### src/rtl/f2h_dma_pkg.sv
// f2h_dma_pkg
// Shared types for the f2h DMA request sequencer.
//   ch_state_e : per-channel handshake state
//   req_kind_e : burst or single request flavour
//   GAP_W      : width of the inter-request gap counter
package f2h_dma_pkg;

  typedef enum logic [1:0] {
    ST_IDLE     = 2'd0,
    ST_ISSUE    = 2'd1,
    ST_WAIT_ACK = 2'd2,
    ST_GAP      = 2'd3
  } ch_state_e;

  typedef enum logic {
    KIND_BURST  = 1'b0,
    KIND_SINGLE = 1'b1
  } req_kind_e;

  localparam int unsigned GAP_W = 4;

endpackage

### src/rtl/f2h_dma_ch_fsm.sv
// f2h_dma_ch_fsm
// One HPS f2h DMA request channel: turns a level request into a held
// burst/single request, waits for the HPS ack, pulses src_ack, then
// enforces an idle gap. An ack timeout drops the request and sets a
// sticky tmo_err. Dropping ch_enable aborts everything and clears tmo_err.
// Ports:
//   clk, rst_n        clock, async active-low reset (already synchronised)
//   ch_enable         channel enable; low forces IDLE
//   burst_thr         level at or above which a burst is requested
//   src_req/src_level requester service request and FIFO level
//   dma_ack           ack from the HPS DMA controller
//   src_ack           one-cycle completion pulse to the requester
//   dma_req/dma_single held burst / single request to the HPS
//   busy              request outstanding
//   tmo_err           sticky ack-timeout flag
module f2h_dma_ch_fsm
  import f2h_dma_pkg::*;
#(
  parameter int unsigned LVL_W   = 8,
  parameter int unsigned GAP_CYC = 2,
  parameter int unsigned TMO_W   = 16
) (
  input  logic             clk,
  input  logic             rst_n,
  input  logic             ch_enable,
  input  logic [LVL_W-1:0] burst_thr,
  input  logic             src_req,
  input  logic [LVL_W-1:0] src_level,
  input  logic             dma_ack,
  output logic             src_ack,
  output logic             dma_req,
  output logic             dma_single,
  output logic             busy,
  output logic             tmo_err
);

  localparam logic [GAP_W-1:0] GAP_LAST = (GAP_CYC == 0) ? '0 : GAP_W'(GAP_CYC - 1);
  localparam logic [GAP_W-1:0] GAP_ONE  = {{(GAP_W-1){1'b0}}, 1'b1};
  localparam logic [TMO_W-1:0] TMO_ONE  = {{(TMO_W-1){1'b0}}, 1'b1};
  localparam logic [TMO_W-1:0] TMO_PEN  = {{(TMO_W-1){1'b1}}, 1'b0};
  localparam logic [TMO_W-1:0] TMO_MAX  = '1;
  // With no gap configured a finished transfer returns straight to IDLE.
  localparam ch_state_e POST_XFER = (GAP_CYC == 0) ? ST_IDLE : ST_GAP;

  ch_state_e        state_r;
  req_kind_e        kind_s;
  logic [LVL_W-1:0] lvl_q_r;
  logic [GAP_W-1:0] gap_cnt_r;
  logic [TMO_W-1:0] tmo_cnt_r;
  logic             src_ack_r;
  logic             dma_req_r;
  logic             dma_single_r;
  logic             busy_r;
  logic             tmo_err_r;

  // Burst only when the captured level is non-empty and meets the threshold.
  always_comb begin
    if ((lvl_q_r != '0) && (lvl_q_r >= burst_thr)) begin
      kind_s = KIND_BURST;
    end else begin
      kind_s = KIND_SINGLE;
    end
  end

  // Channel FSM with registered handshake outputs and gap/timeout counters.
  always_ff @(posedge clk or negedge rst_n) begin
    if (!rst_n) begin
      state_r      <= ST_IDLE;
      lvl_q_r      <= '0;
      gap_cnt_r    <= '0;
      tmo_cnt_r    <= '0;
      src_ack_r    <= 1'b0;
      dma_req_r    <= 1'b0;
      dma_single_r <= 1'b0;
      busy_r       <= 1'b0;
      tmo_err_r    <= 1'b0;
    end else if (!ch_enable) begin
      // Disable aborts any handshake; a same-cycle ack is deliberately lost.
      state_r      <= ST_IDLE;
      gap_cnt_r    <= '0;
      tmo_cnt_r    <= '0;
      src_ack_r    <= 1'b0;
      dma_req_r    <= 1'b0;
      dma_single_r <= 1'b0;
      busy_r       <= 1'b0;
      tmo_err_r    <= 1'b0;
    end else begin
      src_ack_r <= 1'b0;
      case (state_r)
        ST_IDLE: begin
          if (src_req) begin
            lvl_q_r <= src_level;
            state_r <= ST_ISSUE;
          end
        end
        ST_ISSUE: begin
          dma_req_r    <= (kind_s == KIND_BURST);
          dma_single_r <= (kind_s == KIND_SINGLE);
          busy_r       <= 1'b1;
          tmo_cnt_r    <= '0;
          state_r      <= ST_WAIT_ACK;
        end
        ST_WAIT_ACK: begin
          // Ack is checked first so it beats a coincident terminal count.
          if (dma_ack) begin
            dma_req_r    <= 1'b0;
            dma_single_r <= 1'b0;
            busy_r       <= 1'b0;
            src_ack_r    <= 1'b1;
            gap_cnt_r    <= '0;
            state_r      <= POST_XFER;
          end else if (tmo_cnt_r == TMO_PEN) begin
            tmo_cnt_r    <= TMO_MAX;
            tmo_err_r    <= 1'b1;
            dma_req_r    <= 1'b0;
            dma_single_r <= 1'b0;
            busy_r       <= 1'b0;
            gap_cnt_r    <= '0;
            state_r      <= POST_XFER;
          end else begin
            tmo_cnt_r <= tmo_cnt_r + TMO_ONE;
          end
        end
        ST_GAP: begin
          if (gap_cnt_r == GAP_LAST) begin
            state_r <= ST_IDLE;
          end else begin
            gap_cnt_r <= gap_cnt_r + GAP_ONE;
          end
        end
        default: begin
          state_r      <= ST_IDLE;
          dma_req_r    <= 1'b0;
          dma_single_r <= 1'b0;
          busy_r       <= 1'b0;
        end
      endcase
    end
  end

  assign src_ack    = src_ack_r;
  assign dma_req    = dma_req_r;
  assign dma_single = dma_single_r;
  assign busy       = busy_r;
  assign tmo_err    = tmo_err_r;

endmodule

### src/rtl/f2h_dma_req_sequencer.sv
// f2h_dma_req_sequencer
// Drives the HPS f2h_dma_req0..N-1 burst/single handshakes for fabric
// requesters. One independent f2h_dma_ch_fsm per channel; this level
// slices the requester levels and synchronises reset release.
// Ports:
//   clk_clk, reset_reset_n  clock, async active-low reset
//   ch_enable   per-channel enable
//   burst_thr   shared burst threshold
//   src_req     requester service request (level)
//   src_level   requester levels, channel c at [c*LVL_W +: LVL_W]
//   src_ack     one-cycle completion pulse per channel
//   dma_req     burst request to HPS
//   dma_single  single request to HPS
//   dma_ack     ack from HPS
//   busy        request outstanding per channel
//   tmo_err     sticky ack-timeout per channel
module f2h_dma_req_sequencer
  import f2h_dma_pkg::*;
#(
  parameter int unsigned NUM_CH  = 4,
  parameter int unsigned LVL_W   = 8,
  parameter int unsigned GAP_CYC = 2,
  parameter int unsigned TMO_W   = 16
) (
  input  logic                    clk_clk,
  input  logic                    reset_reset_n,
  input  logic [NUM_CH-1:0]       ch_enable,
  input  logic [LVL_W-1:0]        burst_thr,
  input  logic [NUM_CH-1:0]       src_req,
  input  logic [NUM_CH*LVL_W-1:0] src_level,
  output logic [NUM_CH-1:0]       src_ack,
  output logic [NUM_CH-1:0]       dma_req,
  output logic [NUM_CH-1:0]       dma_single,
  input  logic [NUM_CH-1:0]       dma_ack,
  output logic [NUM_CH-1:0]       busy,
  output logic [NUM_CH-1:0]       tmo_err
);

  logic [1:0] rst_sync_r;
  logic       rst_n_s;

  // Reset asserts immediately and releases two clocks after the pin does.
  always_ff @(posedge clk_clk or negedge reset_reset_n) begin
    if (!reset_reset_n) begin
      rst_sync_r <= 2'b00;
    end else begin
      rst_sync_r <= {rst_sync_r[0], 1'b1};
    end
  end

  assign rst_n_s = rst_sync_r[1];

  for (genvar c = 0; c < NUM_CH; c++) begin : g_ch
    f2h_dma_ch_fsm #(
      .LVL_W   (LVL_W),
      .GAP_CYC (GAP_CYC),
      .TMO_W   (TMO_W)
    ) u_ch (
      .clk        (clk_clk),
      .rst_n      (rst_n_s),
      .ch_enable  (ch_enable[c]),
      .burst_thr  (burst_thr),
      .src_req    (src_req[c]),
      .src_level  (src_level[c*LVL_W +: LVL_W]),
      .dma_ack    (dma_ack[c]),
      .src_ack    (src_ack[c]),
      .dma_req    (dma_req[c]),
      .dma_single (dma_single[c]),
      .busy       (busy[c]),
      .tmo_err    (tmo_err[c])
    );
  end

endmodule

### config.mk
export PLATFORM = sky130hd
export DESIGN_NAME = f2h_dma_req_sequencer
export DESIGN_NICKNAME = d
export VERILOG_FILES = /design/src/rtl/f2h_dma_pkg.sv /design/src/rtl/f2h_dma_ch_fsm.sv /design/src/rtl/f2h_dma_req_sequencer.sv
export SDC_FILE = /design/constraint.sdc
export NUM_CORES = 1
export LEC_CHECK = 0
export CORE_ASPECT_RATIO = 1.5
export CORE_MARGIN = 5
export CORE_UTILIZATION = 50
export DETAILED_ROUTE_END_ITERATION = 12
export DONT_BUFFER_PORTS = 1
export PLACE_DENSITY = 0.69
export SETUP_SLACK_MARGIN = 0.3
export SYNTH_ARGS = -nofsm -noshare
export SYNTH_HDL_FRONTEND = slang
export SYNTH_SLANG_ARGS = --single-unit
export TNS_END_PERCENT = 20
### constraint.sdc
create_clock -name clk_clk -period 4.6 [get_ports clk_clk]
set_input_delay 0.46 -clock clk_clk [delete_from_list [all_inputs] [get_ports clk_clk]]
set_output_delay 0.46 -clock clk_clk [all_outputs]
set_load 0.03 [all_outputs]
==> impl_metrics.tcl, run 1 <==
set metrics [dict create \
    status "finished clean" \
    drive_gt1_share_pct 8.89 \
    htreeDepth 4 \
    dieWidth_microns 117 \
    rows 58 \
    maxCapViolations 0 \
    area_growth_pct 7.34 \
    grt_max_degree 71 \
    start_util_pct 50.8 \
    worstSkewPairLatency_ns 0.43 \
    grt_pass1_vias 6772 \
    synth_ff_type "dfrtp_1" \
    post-place-ws_ns 2.11 \
    grt_util_all_layers_pct 20.4 \
    crit_path_end_kind "flop" \
    core_area_sq_um 16800 \
    dr.pass1.iters 5 \
    p_sw_share_pct 33.5 \
    clk_pin_slew_worst_paths_ns 0.06 \
    arrival_ns 2.81 \
    leakagePower_nw 3.99 \
    rsz0062_at_grt "no" \
    min_period_ns 2.50 \
    max_slew_margin_pct 34.8 \
    first_iter_violations 342 \
    power_frac_comb_pct 25.9 \
    fin_crit_sh_pct 54.4 \
    antenna_found_initial 3 \
    synthArstFlopShare_pct 100 \
    setup_viol 0 \
    power_switching_mw 1.44 \
    routabilityCongestion 0.833 \
    dieArea_sq_um 19900 \
    crit_type "reg2reg" \
    fmax_mhz 399 \
    avgSynthCellArea_sq_um 9.03 \
    powerDensity_nw_per_um2 467 \
    drtAntennaViolNets 0 \
    cpMaxStageDelayCell "nand2_1" \
    power_frac_seq_pct 41.8 \
    hold_class "in2reg" \
    route.detailed.wl_per_inst_microns 16.8 \
    startpoint_type "flop" \
    grt_overflow 0 \
    clkSinkCount 142 \
    hold_viol 0 \
    tns_ns 0 \
    vias_per_cell 5.99 \
    maxSlewViolCount 0 \
    netlist_instances 947 \
    grt_pass1_wl_microns 32500 \
    io_pins 74 \
    cts_buffers 17 \
    synthesis.nets 1065 \
    place_inst 1113 \
    tightest_slew_ns 0.971 \
    fin_cells 1145 \
    peakVddDrop_mv 0.340 \
    routed_wl_microns 19200 \
    fill_cells 1527 \
    cts-root-buf "clkbuf_16" \
    crit_path_max_incr_delay_ns 0.59 \
    cts_max_path_buffers 2 \
    post_cts_resize_count 0 \
    synth_edf_count 0 \
    totalPowerFinal_mw 4.29 \
    internal-power_mw 2.85 \
    cp_max_fo 32 \
    nets 1041 \
    route.vias.total 6859 \
    numPortBuffers 0 \
    yosysWarnings 0 \
    cts_tree "done" \
    post-cts-setup-buffer-count 0 \
    yosysSeqAreaShare_pct 41.5 \
    p_clk_share_pct 32.3 \
    drc_errors 0 \
    critical_path_required_ns 4.90 \
    hpwl_microns 13900 \
    ys_ff_latch 142 \
    die_y_microns 170 \
    cp_cell_sequence "inv_1 > ha_1 > nor2b_1 > nand2_1 > or2_2 > a32oi_1 > nor2_1" \
    ys_types 68 \
    worst_slack_ns 2.10 \
    fin_worst_skew_ns 0.0102 \
    synth_area_sq_um 8550 \
]
==> layout by cell type, fill, tap and decap left out, drive strengths merged, types with 12 or more instances in the layout <==
cell type and instances:
o21ai 145, dfrtp 142, nand2 89, ha 64, inv 63, nor2 51
a21oi 48, nand3 34, mux2 32, nor3 25, nand4 19, clkbuf 19
a31oi 17, nor2b 16, nor4 16, and3 13, nand2b 12, and2 12
==> path summary, 6_finish.rpt <==
path | startpoint | slack [ns] | end | depth (start not counted)
hold reg to reg | rst_sync_r[0] | 0.35 | rst_sync_r[1] | 0
max in group asynchronous | rst_sync_r[1] | 3.01 | g_ch[3].u_ch.tmo_cnt_r[13] | 1
setup / recovery | g_ch[0].u_ch.state_r[0] | 2.10 | g_ch[0].u_ch.state_r[1] | 7
hold / removal | ch_enable[3] | 0.17 | g_ch[3].u_ch.busy | 1
setup reg to reg | g_ch[0].u_ch.state_r[0] | 2.10 | g_ch[0].u_ch.state_r[1] | 7
min in group asynchronous | reset_reset_n | 0.27 | rst_sync_r[0] | 1
==> cell type report <==
| type | instances | area (sq um) | share of cell area (%) |
|---|---|---|---|
| timing repair buffer | 5 | 40.0 | 0.436 |
| clock inverter | 11 | 144 | 1.57 |
| multi-input combinational | 694 | 4500 | 49.0 |
| tap | 210 | 263 | 2.86 |
| sequential | 142 | 3560 | 38.7 |
| antenna | 1 | 2.50 | 0.0273 |
| inverter | 63 | 236 | 2.58 |
| clock buffer | 19 | 443 | 4.82 |
==> state kept, by name, indices dropped and copies added, names as in the netlist <==
signal / cells
g_ch.u_ch.busy: 4
g_ch.u_ch.src_ack: 4
g_ch.u_ch.tmo_cnt_r: 64
g_ch.u_ch.tmo_err: 4
rst_sync_r: 2
g_ch.u_ch.dma_single: 4
g_ch.u_ch.dma_req: 4
g_ch.u_ch.state_r: 8
g_ch.u_ch.lvl_q_r: 32
g_ch.u_ch.gap_cnt_r: 16
==> critical path: cells and delay by family (launching register included) <==
family	cells	cell delay [ns]
fa+ha+maj	1	0.18
compound gates	1	0.20
simple gates	4	1.47
buf+inv	1	0.12
flops	1	0.40
==> metrics by stage <==
step                utilization [%]  hold slack, ns  instance area (sq um)
global route                   54.5           0.156                   9180
global placement               51.0           0.164                   8580
CTS                            54.5           0.153                   9180
floorplan                         -           0.164                   8550
detailed placement             51.0           0.165                   8580
finish                         54.5           0.166                   9180
==> cell families (layout without fill, tap and decap cells) <==
family          count (synthesis)  after routing  synth area share, %
compound gates                285            285                 19.7
xor+xnor                        2              2                0.205
fa+ha+maj                      64             64                 9.36
buf+inv                       111             98                 5.95
flops                         142            142                 41.5
mux                            34             34                 4.45
other cells                     1              2               0.0438
simple gates                  308            308                 18.8
==> synthesized netlist by cell type (all sizes together), types with 13 or more instances <==
| cell type | number | area [sq um] |
|---|---|---|
| o21ai | 145 | 729 |
| dfrtp | 142 | 3550 |
| nand2 | 89 | 337 |
| ha | 64 | 801 |
| inv | 63 | 236 |
| nor2 | 51 | 191 |
| a21oi | 48 | 244 |
| nand3 | 34 | 170 |
| mux2 | 32 | 360 |
| buf | 26 | 179 |
| nor3 | 25 | 130 |
| clkbuf | 22 | 93.8 |
| nand4 | 19 | 119 |
| a31oi | 17 | 106 |
| nor2b | 16 | 100 |
| nor4 | 16 | 143 |
| and3 | 13 | 81.3 |
==> power groups by stage <==
stage               Combinational [mW]  Sequential, mW  Clock, mW
finish                            1.11            1.79       1.39
global route                      1.28            1.83       1.47
CTS                               1.12            1.80       1.41
detailed placement                1.11            1.82          0
floorplan                         1.04            1.65          0
global placement                  1.08            1.81          0
==> repair_timing <==
item,4_1_cts,5_1_grt
setup endpoints to repair,0,0
hold buffers,1,0
endpoints found under the hold margin,2,0
==> layer usage <==
metal	GRT usage (%)	part of all wire, %	vias to the layer above
li1	-	-	3364
met1	24.7	42	3322
met2	34.2	51	131
met3	5.76	5.0	38
met4	7.53	2.1	4
met5	0	0.073	-
Power figures use the tool's default switching activity.
==> run 2, diff against run 1 <==
- clock period: 4.6 -> 2.31 ns (I/O delays scaled with it)
==> run 2 against run 1 <==
  * Total power up 93%
  * Cell count increased by 4.8%
  * Setup slack worse by 1.7 ns
  * Non-clock buffer count rose by 56
  * Hold slack lost 0.13 ns
  * Wire length rose by 4.1%
  * Highest routed layer is now met4
  * Global-route usage grew 0.47 points
  * Via count increased by 3.7%
==> impl_metrics.tcl, run 2 (synthesis results as in run 1) <==
set metrics [dict create \
    fin_crit_sh_pct 82.4 \
    peakVddDrop_mv 0.564 \
    cts-root-buf "clkbuf_16" \
    crit_type "reg2reg" \
    fin_cells 1200 \
    hpwl_microns 14300 \
    clkSinkCount 142 \
    dr.pass1.iters 4 \
    worstSkewPairLatency_ns 0.43 \
    grt_util_all_layers_pct 20.8 \
    cp_max_fo 7 \
    hold_slack_ns 0.0330 \
    cts_buffers 17 \
    crit_path_end_kind "flop" \
    tns_ns 0 \
    core_area_sq_um 16800 \
    tightest_slew_ns 0.622 \
    area_growth_pct 13.0 \
    status "finished clean" \
    rows 58 \
    route.vias.total 7112 \
    critical_path_required_ns 2.63 \
    vias_per_cell 5.93 \
    totalPowerFinal_mw 8.28 \
    nets 1097 \
    route.detailed.wl_per_inst_microns 16.6 \
    powerDensity_nw_per_um2 856 \
    startpoint_type "flop" \
    largest_reg_flops 64 \
    drive_gt1_share_pct 10.4 \
    grt_max_degree 57 \
    min_period_ns 1.90 \
    top_register "g_ch.u_ch.tmo_cnt_r" \
    hold_class "in2async" \
    drtAntennaViolNets 0 \
    fin_worst_skew_ns 0.00803 \
    grt_overflow 0 \
    maxSlewViolCount 0 \
    start_util_pct 50.8 \
    maxCapViolations 0 \
    htreeDepth 4 \
    arrival_ns 2.22 \
    dieArea_sq_um 19900 \
    hold_viol 0 \
    rsz0062_at_grt "yes" \
    routabilityCongestion 0.849 \
    drc_errors 0 \
    antenna_cells 0 \
    setup_viol 0 \
    io_pins 74 \
    die_y_microns 170 \
    fmax_mhz 525 \
    max_slew_margin_pct 58.2 \
    final_common_cell "o21ai_0" \
    leakagePower_nw 4.23 \
    grt_pass1_vias 6964 \
    clk_pin_slew_worst_paths_ns 0.06 \
    place_inst 1128 \
    antenna_found_initial 0 \
    grt_pass1_wl_microns 33400 \
    largestRegisters "g_ch.u_ch.tmo_cnt_r x64, g_ch.u_ch.lvl_q_r x32, g_ch.u_ch.gap_cnt_r x16" \
    routed_wl_microns 20000 \
    numPortBuffers 0 \
    cts_tree "done" \
    dieWidth_microns 117 \
    cts_max_path_buffers 2 \
    layout_common_cells "o21ai_0 (142), dfrtp_1 (140), nand2_1 (87)" \
    first_iter_violations 346 \
]
run 2: cell types whose count changed in the layout (fill, tap and decap cells not counted), moves of 3 or more:
cell           before  now
dlygate4sd3_1       1   41
buf_4               4   18
clkbuf_1            1    5
bufinv_16           3    0
clkinv_2            3    6
clkinvlp_4          4    1
run 2: timing repair:
action	in CTS	in global routing
setup buffers	0	1
hold buffers	41	0
pin swaps	0	2
gates resized for setup	1	9
setup endpoints to repair	1	27
hold endpoints to repair	56	0
run 2: final timing paths:
check                                     startpoint  depth (start not counted)  slack, ns                    endpoint
max                        g_ch[1].u_ch.gap_cnt_r[1]                          7       0.41   g_ch[1].u_ch.gap_cnt_r[2]
min                                    reset_reset_n                          1       0.03               rst_sync_r[0]
max reg2reg                g_ch[1].u_ch.gap_cnt_r[1]                          7       0.41   g_ch[1].u_ch.gap_cnt_r[2]
min reg2reg                            rst_sync_r[1]                          0       0.33           g_ch[2].u_ch.busy
max in group asynchronous              rst_sync_r[1]                          1       1.27  g_ch[3].u_ch.tmo_cnt_r[10]
min in group clk_clk                    ch_enable[1]                          2       0.04           g_ch[1].u_ch.busy
run 2: cell type report:
cell class | count | area [sq um]
Fill cell | 1475 | 7170
Timing Repair Buffer | 61 | 586
Sequential cell | 142 | 3560
Clock inverter | 8 | 46.3
Inverter | 63 | 236
Clock buffer | 22 | 444
Multi-Input combinational cell | 694 | 4530
Tap cell | 210 | 263
run 2: worst max-delay path: stages, from the launching register on:
cell     delay (ns)
dfrtp_1        0.41
inv_1          0.08
ha_1           0.13
or3b_2         0.46
o22a_1         0.18
o21ai_2        0.13
o21ai_0        0.14
a32o_1         0.27
run 2: report_power, final:
group | switching (mW) | total (mW) | internal [mW] | leakage (nW)
clock | 1.01 | 2.36 | 1.34 | 0.243
combinational | 1.24 | 2.37 | 1.13 | 2.10
sequential | 0.605 | 3.55 | 2.94 | 1.89
run 2: layer usage:
layer  wire length, microns  global-route usage [%]  vias up
li1                       -                       -     3480
met5                      0                       0        -
met2                  10500                    36.7      161
met3                    821                    4.16       28
met4                    382                    7.44        0
met1                   8240                    24.9     3443
run 2: through the flow:
step / setup WS, ns / util (%) / instance area [sq um]
finish: 0.407 / 57.4 / 9670
CTS: 0.364 / 57.2 / 9630
detailed placement: 0.304 / 51.8 / 8720
floorplan: 0.392 / - / 8560
global route: 0.253 / 57.4 / 9670
global placement: 0.379 / 51.8 / 8720
